File: src/rtl/seq_alu_if.sv
// Request/response bundle for seq_alu: operands and function code in, result flags out.
// Purely structural, no latency of its own.
// Backpressure: in_valid/in_ready on the request side, out_valid/out_ready on the result side.
interface seq_alu_if #(
    parameter int WIDTH = 32
);
    logic             in_valid;
    logic             in_ready;
    logic [5:0]       ctl;
    logic [WIDTH-1:0] a;
    logic [WIDTH-1:0] b;
    logic             cin;
    logic             out_valid;
    logic             out_ready;
    logic [WIDTH-1:0] result;
    logic [WIDTH-1:0] hi;
    logic             carry;
    logic             zero;

    modport master (
        output in_valid, ctl, a, b, cin, out_ready,
        input  in_ready, out_valid, result, hi, carry, zero
    );

    modport slave (
        input  in_valid, ctl, a, b, cin, out_ready,
        output in_ready, out_valid, result, hi, carry, zero
    );
endinterface

File: src/rtl/seq_alu.sv
// Multi-cycle WIDTH-bit integer ALU: registered logic/arith ops, iterative multu and (optional) divu.
// Latency: 1 cycle for single-cycle ops and divide-by-zero, WIDTH+1 cycles for multu/divu.
// Backpressure: accepts only in IDLE; result held in DONE until out_ready. Macro SEQ_ALU_DIV_EN enables divu.
module seq_alu #(
    parameter int WIDTH = 32
) (
    input  logic      clk,
    input  logic      rst_n,
    seq_alu_if.slave  bus
);
    localparam int CW = $clog2(WIDTH + 1);
    localparam logic [CW-1:0] CNT_DONE = CW'(WIDTH);

    typedef enum logic [1:0] {
        S_IDLE = 2'd0,
        S_MUL  = 2'd1,
`ifdef SEQ_ALU_DIV_EN
        S_DIV  = 2'd2,
`endif
        S_DONE = 2'd3
    } state_t;

    state_t           state_q, state_d;
    logic [CW-1:0]    cnt_q, cnt_d;
    logic [WIDTH-1:0] result_q, result_d;
    logic [WIDTH-1:0] hi_q, hi_d;
    logic [WIDTH-1:0] b_q, b_d;
    logic             carry_q, carry_d;

    logic [WIDTH:0]   add_sum;
    logic [WIDTH:0]   sub_sum;
    logic             slt_ovf;
    logic [WIDTH:0]   mul_sum;
`ifdef SEQ_ALU_DIV_EN
    logic [WIDTH:0]   rem_sh;
    logic             div_ge;
    logic [WIDTH-1:0] div_sub;
`endif

    assign bus.in_ready  = (state_q == S_IDLE);
    assign bus.out_valid = (state_q == S_DONE);
    assign bus.result    = result_q;
    assign bus.hi        = hi_q;
    assign bus.carry     = carry_q;
    assign bus.zero      = (result_q == '0);

    // Next-state and datapath: capture on accept, then one mul/div step per cycle.
    always_comb begin
        state_d  = state_q;
        cnt_d    = cnt_q;
        result_d = result_q;
        hi_d     = hi_q;
        b_d      = b_q;
        carry_d  = carry_q;

        add_sum = {1'b0, bus.a} + {1'b0, bus.b} + (WIDTH+1)'(bus.cin);
        sub_sum = {1'b0, bus.a} + {1'b0, ~bus.b} + (WIDTH+1)'(1);
        // Signed overflow of a-b: operands differ in sign and difference sign differs from a.
        slt_ovf = (bus.a[WIDTH-1] ^ bus.b[WIDTH-1]) & (sub_sum[WIDTH-1] ^ bus.a[WIDTH-1]);

        // Shift-add: low multiplier bit sits in result_q[0], partial product in hi_q.
        mul_sum = {1'b0, hi_q} + (result_q[0] ? {1'b0, b_q} : '0);
`ifdef SEQ_ALU_DIV_EN
        // Restoring step: shift next dividend bit into the remainder and try to subtract.
        rem_sh  = {hi_q, result_q[WIDTH-1]};
        div_ge  = (rem_sh >= {1'b0, b_q});
        div_sub = rem_sh[WIDTH-1:0] - b_q;
`endif

        case (state_q)
            S_IDLE: begin
                if (bus.in_valid) begin
                    cnt_d    = '0;
                    result_d = '0;
                    hi_d     = '0;
                    carry_d  = 1'b0;
                    state_d  = S_DONE;
                    case (bus.ctl)
                        6'd32: begin
                            result_d = add_sum[WIDTH-1:0];
                            carry_d  = add_sum[WIDTH];
                        end
                        6'd34: begin
                            result_d = sub_sum[WIDTH-1:0];
                            carry_d  = sub_sum[WIDTH];
                        end
                        6'd36: result_d = bus.a & bus.b;
                        6'd37: result_d = bus.a | bus.b;
                        6'd38: result_d = bus.a ^ bus.b;
                        6'd39: result_d = ~(bus.a | bus.b);
                        6'd42: result_d = {{(WIDTH-1){1'b0}}, sub_sum[WIDTH-1] ^ slt_ovf};
                        6'd43: result_d = {{(WIDTH-1){1'b0}}, ~sub_sum[WIDTH]};
                        6'd25: begin
                            result_d = bus.a;
                            b_d      = bus.b;
                            state_d  = S_MUL;
                        end
`ifdef SEQ_ALU_DIV_EN
                        6'd27: begin
                            if (bus.b == '0) begin
                                result_d = '1;
                                hi_d     = bus.a;
                            end else begin
                                result_d = bus.a;
                                b_d      = bus.b;
                                state_d  = S_DIV;
                            end
                        end
`endif
                        default: ;
                    endcase
                end
            end
            S_MUL: begin
                cnt_d    = cnt_q + 1'b1;
                hi_d     = mul_sum[WIDTH:1];
                result_d = {mul_sum[0], result_q[WIDTH-1:1]};
                if (cnt_d == CNT_DONE) begin
                    state_d = S_DONE;
                end
            end
`ifdef SEQ_ALU_DIV_EN
            S_DIV: begin
                cnt_d    = cnt_q + 1'b1;
                hi_d     = div_ge ? div_sub : rem_sh[WIDTH-1:0];
                result_d = {result_q[WIDTH-2:0], div_ge};
                if (cnt_d == CNT_DONE) begin
                    state_d = S_DONE;
                end
            end
`endif
            S_DONE: begin
                if (bus.out_ready) begin
                    state_d = S_IDLE;
                end
            end
            default: state_d = S_IDLE;
        endcase
    end

    // State and datapath registers with synchronous active-low reset.
    always_ff @(posedge clk) begin
        if (!rst_n) begin
            state_q  <= S_IDLE;
            cnt_q    <= '0;
            result_q <= '0;
            hi_q     <= '0;
            b_q      <= '0;
            carry_q  <= 1'b0;
        end else begin
            state_q  <= state_d;
            cnt_q    <= cnt_d;
            result_q <= result_d;
            hi_q     <= hi_d;
            b_q      <= b_d;
            carry_q  <= carry_d;
        end
    end
endmodule

File: src/flat_wrapper.sv
// flat-port wrapper written by rule: the top's interface ports become plain ports
module seq_alu_flat 
#(
    parameter int WIDTH = 32
)
  (clk, rst_n, bus_in_valid, bus_ctl, bus_a, bus_b, bus_cin, bus_out_ready, bus_in_ready, bus_out_valid, bus_result, bus_hi, bus_carry, bus_zero);
  seq_alu_if #(.WIDTH(WIDTH)) bus_i ();
  input  logic clk;
  input  logic rst_n;
  input wire logic [$bits(bus_i.in_valid)-1:0] bus_in_valid;
  input wire logic [$bits(bus_i.ctl)-1:0] bus_ctl;
  input wire logic [$bits(bus_i.a)-1:0] bus_a;
  input wire logic [$bits(bus_i.b)-1:0] bus_b;
  input wire logic [$bits(bus_i.cin)-1:0] bus_cin;
  input wire logic [$bits(bus_i.out_ready)-1:0] bus_out_ready;
  output wire logic [$bits(bus_i.in_ready)-1:0] bus_in_ready;
  output wire logic [$bits(bus_i.out_valid)-1:0] bus_out_valid;
  output wire logic [$bits(bus_i.result)-1:0] bus_result;
  output wire logic [$bits(bus_i.hi)-1:0] bus_hi;
  output wire logic [$bits(bus_i.carry)-1:0] bus_carry;
  output wire logic [$bits(bus_i.zero)-1:0] bus_zero;
  assign bus_i.in_valid = bus_in_valid;
  assign bus_i.ctl = bus_ctl;
  assign bus_i.a = bus_a;
  assign bus_i.b = bus_b;
  assign bus_i.cin = bus_cin;
  assign bus_i.out_ready = bus_out_ready;
  assign bus_in_ready = bus_i.in_ready;
  assign bus_out_valid = bus_i.out_valid;
  assign bus_result = bus_i.result;
  assign bus_hi = bus_i.hi;
  assign bus_carry = bus_i.carry;
  assign bus_zero = bus_i.zero;
  seq_alu #(.WIDTH(WIDTH)) u_core (.clk(clk), .rst_n(rst_n), .bus(bus_i));
endmodule
File: config.mk
export PLATFORM = sky130hd
export DESIGN_NAME = seq_alu_flat
export DESIGN_NICKNAME = d
export VERILOG_FILES = /design/src/rtl/seq_alu_if.sv /design/src/rtl/seq_alu.sv /design/src/flat_wrapper.sv
export SDC_FILE = /design/constraint.sdc
export NUM_CORES = 1
export LEC_CHECK = 0
export BUFFER_PORTS_ARGS = -buffer_cell sky130_fd_sc_hd__buf_2
export CAP_MARGIN = 5
export CORE_MARGIN = 4
export CORE_UTILIZATION = 53
export CTS_BUF_LIST = sky130_fd_sc_hd__clkbuf_8 sky130_fd_sc_hd__clkbuf_16
export CTS_CLUSTER_DIAMETER = 200
export DETAILED_ROUTE_END_ITERATION = 10
export PLACE_DENSITY = 0.74
export SETUP_SLACK_MARGIN = 0.3
export SLEW_MARGIN = 20
export SYNTH_ARGS = -nofsm -noshare
export SYNTH_HDL_FRONTEND = slang
export SYNTH_SLANG_ARGS = --single-unit
File: constraint.sdc
create_clock -name clk -period 10.26 [get_ports clk]
set_input_delay 1.539 -clock clk [delete_from_list [all_inputs] [get_ports clk]]
set_output_delay 1.539 -clock clk [all_outputs]
set_load 0.02 [all_outputs]
# Word-level counts from Yosys, hierarchy flattened
# Index checks and enable logic that the tools add are counted.
[word_totals] memories=0 latch_bits=0 output_inout_bits=68 word_cells=58 input_bits=75 ram_bits=0 mem_bits_ro=0 reg_bits=105
[classes] order_cmp=0 shifts=0 multipliers=0 n_bitwise=10 muxes=14 eq_ne=15 addsub=6 div_mod_pow=0 n_reduce_logical=7
[ops] op="$pmux W32 S9" count=1
[ops] op="$pmux W32 S2" count=2
[ops] op="$mux W32" count=3
[ops] op="$add A32 B32 Y33" count=2
[ops] op="$not A32 Y32" count=2
[ops] op="$eq A6 B6 Y1 const B" count=9
[ops] op="$add A32 B33 Y33" count=1
[ops] op="$add A33 B1 Y33" count=1
[ops] op="$add A33 B1 Y33 const B" count=1
[ops] op="$and A32 B32 Y32" count=1
[ops] op="$logic_not A32 Y1" count=1
[ops] op="$or A32 B32 Y32" count=1
[ops] op="$xor A32 B32 Y32" count=1
[ops] op="$pmux W6 S2" count=1
[ops] op="$mux W2" count=4
[ops] op="$add A6 B1 Y6 const B" count=1
[ops] op="$eq A6 B5 Y1 const B" count=1
[ops] op="$mux W6" count=1
[ops] op="$pmux W2 S3" count=1
[ops] op="$reduce_and A3 Y1" count=2
[ops] op="$ne A2 B2 Y1 const B" count=2
[ops] op="$reduce_and A2 Y1" count=2
[ops] op="$xor A1 B1 Y1" count=3
[ops] op="$eq A2 B1 Y1 const B" count=1
[ops] op="other kinds (7)" count=7

# Logic depth before layout (Yosys ltp)
# Gate-level depths: netlist of run 1.
[depth] depth_word=9 ltp_mapped=17 ltp_nobuf=16

# Worst setup path before layout of run 1
# Ideal clock, no wire load.
[synth_timing] path_type="input to register" from="in bus_b[10]" to="reg u_core.result_q[31] (netlist: u_core.bus.result[31])" t_required_ns=10.133 arrival_ns=4.851 setup_slack_ns=5.282 path_stages=16 setup_time_ns=0.127 n_path_buf=1 cell_sequence="inv_1 > ha_1 > buf_6 > or4_4 > a311oi_4 > nor3_2 > nor3_4 > o21a_1 > o21ai_0 > a21oi_1 > o221ai_1 > fa_1 > o21ai_0 > a221oi_1 > a31oi_1 > or3_1"
[synth_via] elab_chain_cells=6 elab_cells_between_ends=8 cone_classes="add/sub: 4; mux: 3; bitwise: 1"
[synth_rtl] element="start: declaration" line_no="flat_wrapper.sv:13" rtl="input wire logic [$bits(bus_i.b)-1:0] bus_b;"
[synth_rtl] element="$not A32 Y32" line_no="seq_alu.sv:57" rtl="sub_sum = {1'b0, bus.a} + {1'b0, ~bus.b} + (WIDTH+1)'(1);"
[synth_rtl] element="$add A32 B32 Y33" line_no="seq_alu.sv:57"
[synth_rtl] element="$add A33 B1 Y33" line_no="seq_alu.sv:57"
[synth_rtl] element="$pmux W32 S9 (*)" line_no="seq_alu.sv:78" rtl="case (bus.ctl)"
[synth_rtl] element="$mux W32 (*)" line_no="seq_alu.sv:72" rtl="if (bus.in_valid) begin"
[synth_rtl] element="$pmux W32 S2 (*)" line_no="seq_alu.sv:70" rtl="case (state_q)"
[synth_rtl] element="end signal: assignment" line_no="seq_alu.sv:153" rtl="result_q <= result_d;"
[synth_rtl] element="end: declaration" line_no="seq_alu.sv:25" rtl="logic [WIDTH-1:0] result_q, result_d;"
# Every way passes the cells marked *; elsewhere a longest branch is shown, timed or not. The select of a mux whose other input is x is not followed.
# A chain may end at the register's enable or synchronous reset.

# Final worst setup path of run 1
# Ends and elaborated chain as after synthesis.

==> results_dict.tcl, run 1 <==
set metrics [dict create \
    run_status "finished, final reports clean" \
    max-clock-path-buffers 2 \
    first_iter_violations 1181 \
    synth_edf_count 0 \
    power.density_mw_per_mm2 88.9 \
    synth_compound_area_share_pct 34.0 \
    instances_no_fill 1918 \
    synth.lib_cells_used.distinct 86 \
    post-place-cells 1899 \
    final-max-slew-violation-count 0 \
    critPathMostFrequentCell "sky130_fd_sc_hd__o21ai_0" \
    finalHoldViolCount 0 \
    global_route_wire_length_before_repair_um 62600 \
    worstPathArrival_ps 5350 \
    synth-xor-area-share_pct 2.95 \
    critPathRequiredTime_ps 10510 \
    cts.repair.resized 0 \
    period_share_pct 49.7 \
    post-route-min-period_ps 5100 \
    cts_num_sinks 105 \
    cts_hold_buffers 0 \
    synth-simple-area-share_pct 21.6 \
    finClkSkew_ps 11.7 \
    worstSetupPathType "in -> reg" \
    x_dimension_of_the_die_um 154 \
    dp_hpwl_um 29500 \
    synth-seq-cells 105 \
    count_of_antenna_violating_nets_left_after_detailed_routing 0 \
    die_y_um 154 \
    vias 12500 \
    rr_endpoint "u_core.bus.hi[25]" \
    synthMostInstantiatedCell "sky130_fd_sc_hd__nand2_1" \
    register_clock_pin_slew_on_the_reported_worst_setup_and_hold_paths_ps 70 \
    post_synth_inst_count 1566 \
    globalplace.congestion 1.03 \
    via_cell_ratio 6.52 \
    final_nets 1844 \
    yosysSeqAreaShare_pct 18.6 \
    wl_um 40600 \
    vias_in_the_first_global_route 11600 \
    postSynthNetCount 1775 \
    ys_top_cells_by_area "sky130_fd_sc_hd__dfxtp_1 19%, sky130_fd_sc_hd__ha_1 14%, sky130_fd_sc_hd__a21oi_1 7.0%" \
    timing.max_slew.rel_slack_pct 31.3 \
    crit-reg2reg-launch "u_core.bus.result[0]" \
    worst-r2r-cell-count 13 \
    synthAdderAreaFrac_pct 15.2 \
    dominant_combinational_cell_family_by_area_after_synthesis "compound AO/OA/AOI/OAI gates" \
    holdCritPathClass "reg -> reg" \
    finalSetupViolations 0 \
    synthMuxAreaShare_pct 0.577 \
    async_reset_ff_share_pct 0 \
    number_of_buffers_created_by_cts 9 \
    dieArea_mm2 0.0237 \
    crit_path_cell_trace "buf_2 -> inv_1 -> ha_1 -> or4_4 -> a311oi_4 -> nor3_2 -> nor3_4 -> o21a_1 -> o21ai_0 -> a21oi_1 -> o221ai_1 -> fa_1 -> o21ai_0 -> a221oi_1 -> a31oi_1 -> or3_1" \
    min_to "u_core.b_q[1]" \
    synth_largest_type_area_fraction_pct 18.6 \
    initial_antenna_violation_count 4 \
    detail_route.first_pass.iterations 6 \
    h_tree_depth_reported_by_cts 3 \
    longest_individual_stage_delay_on_the_worst_path_ps 600 \
    leakagePower_uw 0.00554 \
    wl_per_cell_um 21.1 \
    cp-end-kind "flip-flop" \
    mapped_avg_cell_area_um2 7.20 \
    worstSetupStartpointType "primary input" \
    primary_flip_flop_cell_chosen_by_synthesis_mapping "sky130_fd_sc_hd__dfxtp_1" \
    hold_path.startpoint "u_core.b_q[1]" \
    fp-row-count 53 \
    worstSkewPairLatency_ps 370 \
    flop2flop_setup_slack_ps 6680 \
    yosysWarningCount 0 \
    clock.fmax_mhz 196 \
    finalSetupTns_ps 0 \
    post_synth_instance_area_mm2 0.0113 \
    initial_core_util_pct 53.8 \
    finalCoreUtilization_pct 59.1 \
    io_pins 143 \
    grt.overflow.total 0 \
    critical_path.slowest_cell "sky130_fd_sc_hd__or4_4" \
    post_route_cells_drive_above_1_share_pct 12.3 \
    cp_max_fo 10 \
    flow.area_growth_from_synthesis_pct 9.84 \
    place.port_buffers 142 \
    coreArea_mm2 0.0210 \
    tritoncts "yes" \
    worst_pin_slew_ps 1030 \
    rsz0062_at_grt "false" \
    clockRootBuffer "sky130_fd_sc_hd__clkbuf_16" \
    peakVddDrop_uv 64.4 \
    globalRouteTotalUtil_pct 32.4 \
    layout.filler_cells 2029 \
    post_cts_buffers 0 \
    synth_largest_area_cell "sky130_fd_sc_hd__dfxtp_1" \
    hold-path-cell-count 2 \
    largest_net_degree_at_the_start_of_global_routing 77 \
    synth_commonest_cells "176 x sky130_fd_sc_hd__nand2_1, 158 x sky130_fd_sc_hd__a21oi_1, 129 x sky130_fd_sc_hd__ha_1" \
    drc 0 \
    number_of_maximum_capacitance_violations 0 \
]
-- layout make-up --
| class | instances | area (um2) | share of cell area [%] |
|---|---|---|---|
| Antenna cell | 3 | 7.51 | 0.0606 |
| Tap cell | 275 | 344 | 2.78 |
| Clock buffer | 9 | 225 | 1.82 |
| Sequential cell | 105 | 2100 | 17.0 |
| Clock inverter | 7 | 55.1 | 0.444 |
| Multi-Input combinational cell | 1256 | 8440 | 68.1 |
| Inverter | 107 | 402 | 3.24 |
| Timing Repair Buffer | 156 | 816 | 6.59 |
-- logic make-up (layout without fill, tap and decap cells) --
family	after synthesis	after routing
AOI/OAI and AO/OA	569	569
buffers and inverters	205	279
other	0	3
DFF	105	105
and+or+nand+nor	509	509
muxes	6	6
xor gates and xnor gates	38	38
adders and majority gates	134	134
-- flip-flops by register name (all words and copies together) (netlist names) --
| register | cells |
|---|---|
| u_core.state_q | 2 |
| u_core.cnt_q | 6 |
| u_core.b_q | 32 |
| u_core.bus.carry | 1 |
| u_core.bus.result | 32 |
| u_core.bus.hi | 32 |
-- power by group --
part	switching [uW]	leakage [uW]	internal, uW
Clock	183	0.000137	168
Combinational	228	0.00456	110
Sequential	3.04	0.000846	410
-- layout by cell type, fill, tap and decap left out, types with 21 or more instances in the layout --
master	count
sky130_fd_sc_hd__a31oi_1	22
sky130_fd_sc_hd__nor2_1	113
sky130_fd_sc_hd__xnor2_1	24
sky130_fd_sc_hd__and2_1	39
sky130_fd_sc_hd__nor3_1	34
sky130_fd_sc_hd__buf_2	142
sky130_fd_sc_hd__a21o_1	34
sky130_fd_sc_hd__a22oi_1	26
sky130_fd_sc_hd__a221oi_1	25
sky130_fd_sc_hd__nand3_1	31
sky130_fd_sc_hd__o21bai_1	21
sky130_fd_sc_hd__nand2_1	175
sky130_fd_sc_hd__a21oi_1	158
sky130_fd_sc_hd__inv_1	103
sky130_fd_sc_hd__o21ai_0	98
sky130_fd_sc_hd__ha_1	129
sky130_fd_sc_hd__dfxtp_1	105
sky130_fd_sc_hd__o211ai_1	24
-- critical path, delay by kind of cell --
kind,cells,cell delay [ps]
simple gates,4,1370
fa+ha+maj,2,940
buf+inv,2,170
compound gates,8,1340
-- routing by layer --
layer	vias to the layer above	wire length, um	global-route usage, %
met2	700	18300	51.5
met3	115	4080	5.94
li1	5863	-	-
met1	5820	16700	43.6
met4	2	1470	12.9
met5	-	13	0
-- worst max path at each step --
stage	start	cells past startpoint	endpoint
2_1_floorplan	bus_b[10]	16	u_core.bus.result[31]
3_3_place_gp	bus_b[10]	16	u_core.bus.result[31]
3_5_place_dp	bus_b[10]	16	u_core.bus.result[31]
4_1_cts	bus_b[10]	16	u_core.bus.result[31]
5_1_grt	bus_b[10]	16	u_core.bus.result[31]
6_report	bus_b[10]	16	u_core.bus.result[31]
-- stage by stage --
step                power [uW]  area (um2)  hold WS (ps)  worst slack [ps]
global route              1150       12400           471              4920
finish                    1100       12400           451              5160
CTS                       1090       12400           452              5190
detailed placement         747       12100           442              4820
global placement           744       12100           438              4890
floorplan                  645       11300           432              5280
No activity file was read; power rests on OpenSTA's default activity.
==> run 2, diff against run 1 <==
==> constraint.sdc (replaced) <==
create_clock -name clk -period 5.1 [get_ports clk]
set_input_delay 0.765 -clock clk [delete_from_list [all_inputs] [get_ports clk]]
set_output_delay 0.765 -clock clk [all_outputs]
set_load 0.02 [all_outputs]
==> run 2 against run 1 <==
Net effect: clock skew is 2.9 ps higher; largest cell class unchanged; wire length is 0.43% higher; clock-buffer cell count stayed put; worst setup slack worse by 4400 ps; critical path type unchanged; non-clock buffer count is 15 higher; clock power is 110% higher; global-route usage is 0.41 points higher.
==> results_dict.tcl, run 2 (synthesis gave the netlist of run 1 again) <==
set metrics [dict create \
    run_status "finished, final reports clean" \
    flow.area_growth_from_synthesis_pct 10.9 \
    io_pins 143 \
    worst_pin_slew_ps 1030 \
    worstSetupStartpointType "primary input" \
    critPathCapture "u_core.bus.result[31]" \
    global_route_wire_length_before_repair_um 63100 \
    flop2flop_setup_slack_ps 1620 \
    h_tree_depth_reported_by_cts 3 \
    top_signal_layer_used "met4" \
    fp-row-count 53 \
    rr_endpoint "u_core.bus.hi[25]" \
    crit_path_cell_trace "buf_2 -> inv_1 -> ha_1 -> or4_4 -> a311oi_4 -> nor3_2 -> nor3_4 -> o21a_1 -> o21ai_0 -> a21oi_1 -> o221ai_1 -> fa_1 -> o21ai_0 -> a221oi_1 -> a31oi_1 -> or3_1" \
    grt.overflow.total 0 \
    critPathRequiredTime_ps 5340 \
    peakVddDrop_uv 137 \
    worstPathArrival_ps 4580 \
    post-route-min-period_ps 4340 \
    critical_path.slowest_cell "sky130_fd_sc_hd__or4_4" \
    globalRouteTotalUtil_pct 32.8 \
    fin_hold_ws_ps 451 \
    largest_net_degree_at_the_start_of_global_routing 48 \
    wl_per_cell_um 21.1 \
    cts_hold_buffers 0 \
    vias 12548 \
    switching_power_uw 854 \
    x_dimension_of_the_die_um 154 \
    drc 0 \
    coreArea_mm2 0.0210 \
    via_cell_ratio 6.48 \
    final_nets 1859 \
    mostFrequentLayoutCell "sky130_fd_sc_hd__nand2_1" \
    switching_share_of_total_power_pct 38.0 \
    dieArea_mm2 0.0237 \
    power_report.internal_total_uw 1400 \
    dp_hpwl_um 30400 \
    tritoncts "yes" \
    count_of_antenna_violating_nets_left_after_detailed_routing 0 \
    post_route_cells_drive_above_1_share_pct 13.1 \
    globalplace.congestion 1.03 \
    cp_max_fo 6 \
    clock.fmax_mhz 231 \
    pre_cts_slack_ps 437 \
    finClkSkew_ps 14.6 \
    finalSetupViolations 0 \
    post_cts_buffers 0 \
    post-place-cells 1914 \
    number_of_buffers_created_by_cts 9 \
    timing.max_slew.rel_slack_pct 31.1 \
    wl_met3_um 3860 \
    cts_num_sinks 105 \
    sequentialPowerShare_pct 36.9 \
    initial_antenna_violation_count 5 \
    clockRootBuffer "sky130_fd_sc_hd__clkbuf_16" \
    vias_in_the_first_global_route 11580 \
    p_clk_share_pct 32.4 \
    holdCritPathClass "reg -> reg" \
    detail_route.first_pass.iterations 8 \
    die_y_um 154 \
    leakagePower_uw 0.00562 \
    power.density_mw_per_mm2 180 \
    worstSkewPairLatency_ps 370 \
    critPathMostFrequentCell "sky130_fd_sc_hd__o21ai_0" \
    instances_no_fill 1935 \
    crit-reg2reg-launch "u_core.bus.result[0]" \
    finalHoldViolCount 0 \
    layout_common_cells "175 x sky130_fd_sc_hd__nand2_1, 158 x sky130_fd_sc_hd__a21oi_1, 142 x sky130_fd_sc_hd__buf_2" \
    cts.repair.resized 0 \
    register_clock_pin_slew_on_the_reported_worst_setup_and_hold_paths_ps 80 \
    longest_individual_stage_delay_on_the_worst_path_ps 590 \
    cp-end-kind "flip-flop" \
    layout.filler_cells 1980 \
    initial_core_util_pct 53.8 \
    worst-r2r-cell-count 13 \
    setup_ws_ps 764 \
    crit_path_start "bus_b[8]" \
    place.port_buffers 142 \
    final-seq-area_mm2 0.00210 \
    combPwrFrac_pct 30.7 \
    route.met2.wl_um 18200 \
    max-clock-path-buffers 2 \
    rsz0062_at_grt "false" \
    number_of_maximum_capacitance_violations 0 \
    final-max-slew-violation-count 0 \
    period_share_pct 85.0 \
    multi_input_comb_area_mm2 0.00843 \
    worstSetupPathType "in -> reg" \
    wl_um 40700 \
    finalSetupTns_ps 0 \
    first_iter_violations 1115 \
    wl_met1_um 17300 \
]
run 2: final cells by class:
class	instances	share of cell area, %
clock inverters	7	0.520
diodes	5	0.100
clock buffers	9	1.80
well taps	275	2.75
multi-input cells	1256	67.4
repair buffers	171	7.42
flip-flops and latches	105	16.8
inverters	107	3.21
run 2: layer usage:
layer | global-route usage [%] | vias to the layer above
li1 | - | 5906
met1 | 44.7 | 5878
met2 | 52.4 | 658
met3 | 5.80 | 106
met4 | 11.6 | 0
met5 | 0 | -
run 2: worst min path at each step:
stage,endpoint,slack [ps],start,depth (start not counted)
3_3_place_gp,u_core.b_q[21],440,u_core.b_q[21],2
4_1_cts,u_core.b_q[1],450,u_core.b_q[1],2
3_5_place_dp,u_core.b_q[1],440,u_core.b_q[1],2
2_1_floorplan,u_core.b_q[0],430,u_core.b_q[0],2
5_1_grt,u_core.b_q[20],470,u_core.b_q[20],2
6_report,u_core.b_q[24],450,u_core.b_q[24],2
run 2: power groups by stage:
| stage | Clock, uW | Sequential (uW) | Combinational (uW) |
|---|---|---|---|
| 2_1_floorplan | 0 | 850 | 448 |
| 3_3_place_gp | 0 | 850 | 660 |
| 3_5_place_dp | 0 | 850 | 665 |
| 4_1_cts | 724 | 830 | 669 |
| 5_1_grt | 759 | 831 | 745 |
| 6_report | 728 | 831 | 692 |
run 2: worst max-delay path, delay by kind of cell:
| kind | cells | cell delay (ps) |
|---|---|---|
| AOI/OAI and AO/OA | 8 | 1420 |
| and+or+nand+nor | 4 | 1360 |
| buffers and inverters | 2 | 170 |
| adders and majority gates | 2 | 860 |
run 2: through the flow:
step                      instance area (um2)  utilization, %  total power, uW
after floorplan                         11300               -             1300
after global placement                  12200            58.2             1510
after detailed placement                12200            58.2             1510
after CTS                               12500            59.6             2220
after global routing                    12500            59.7             2340
final                                   12500            59.7             2250
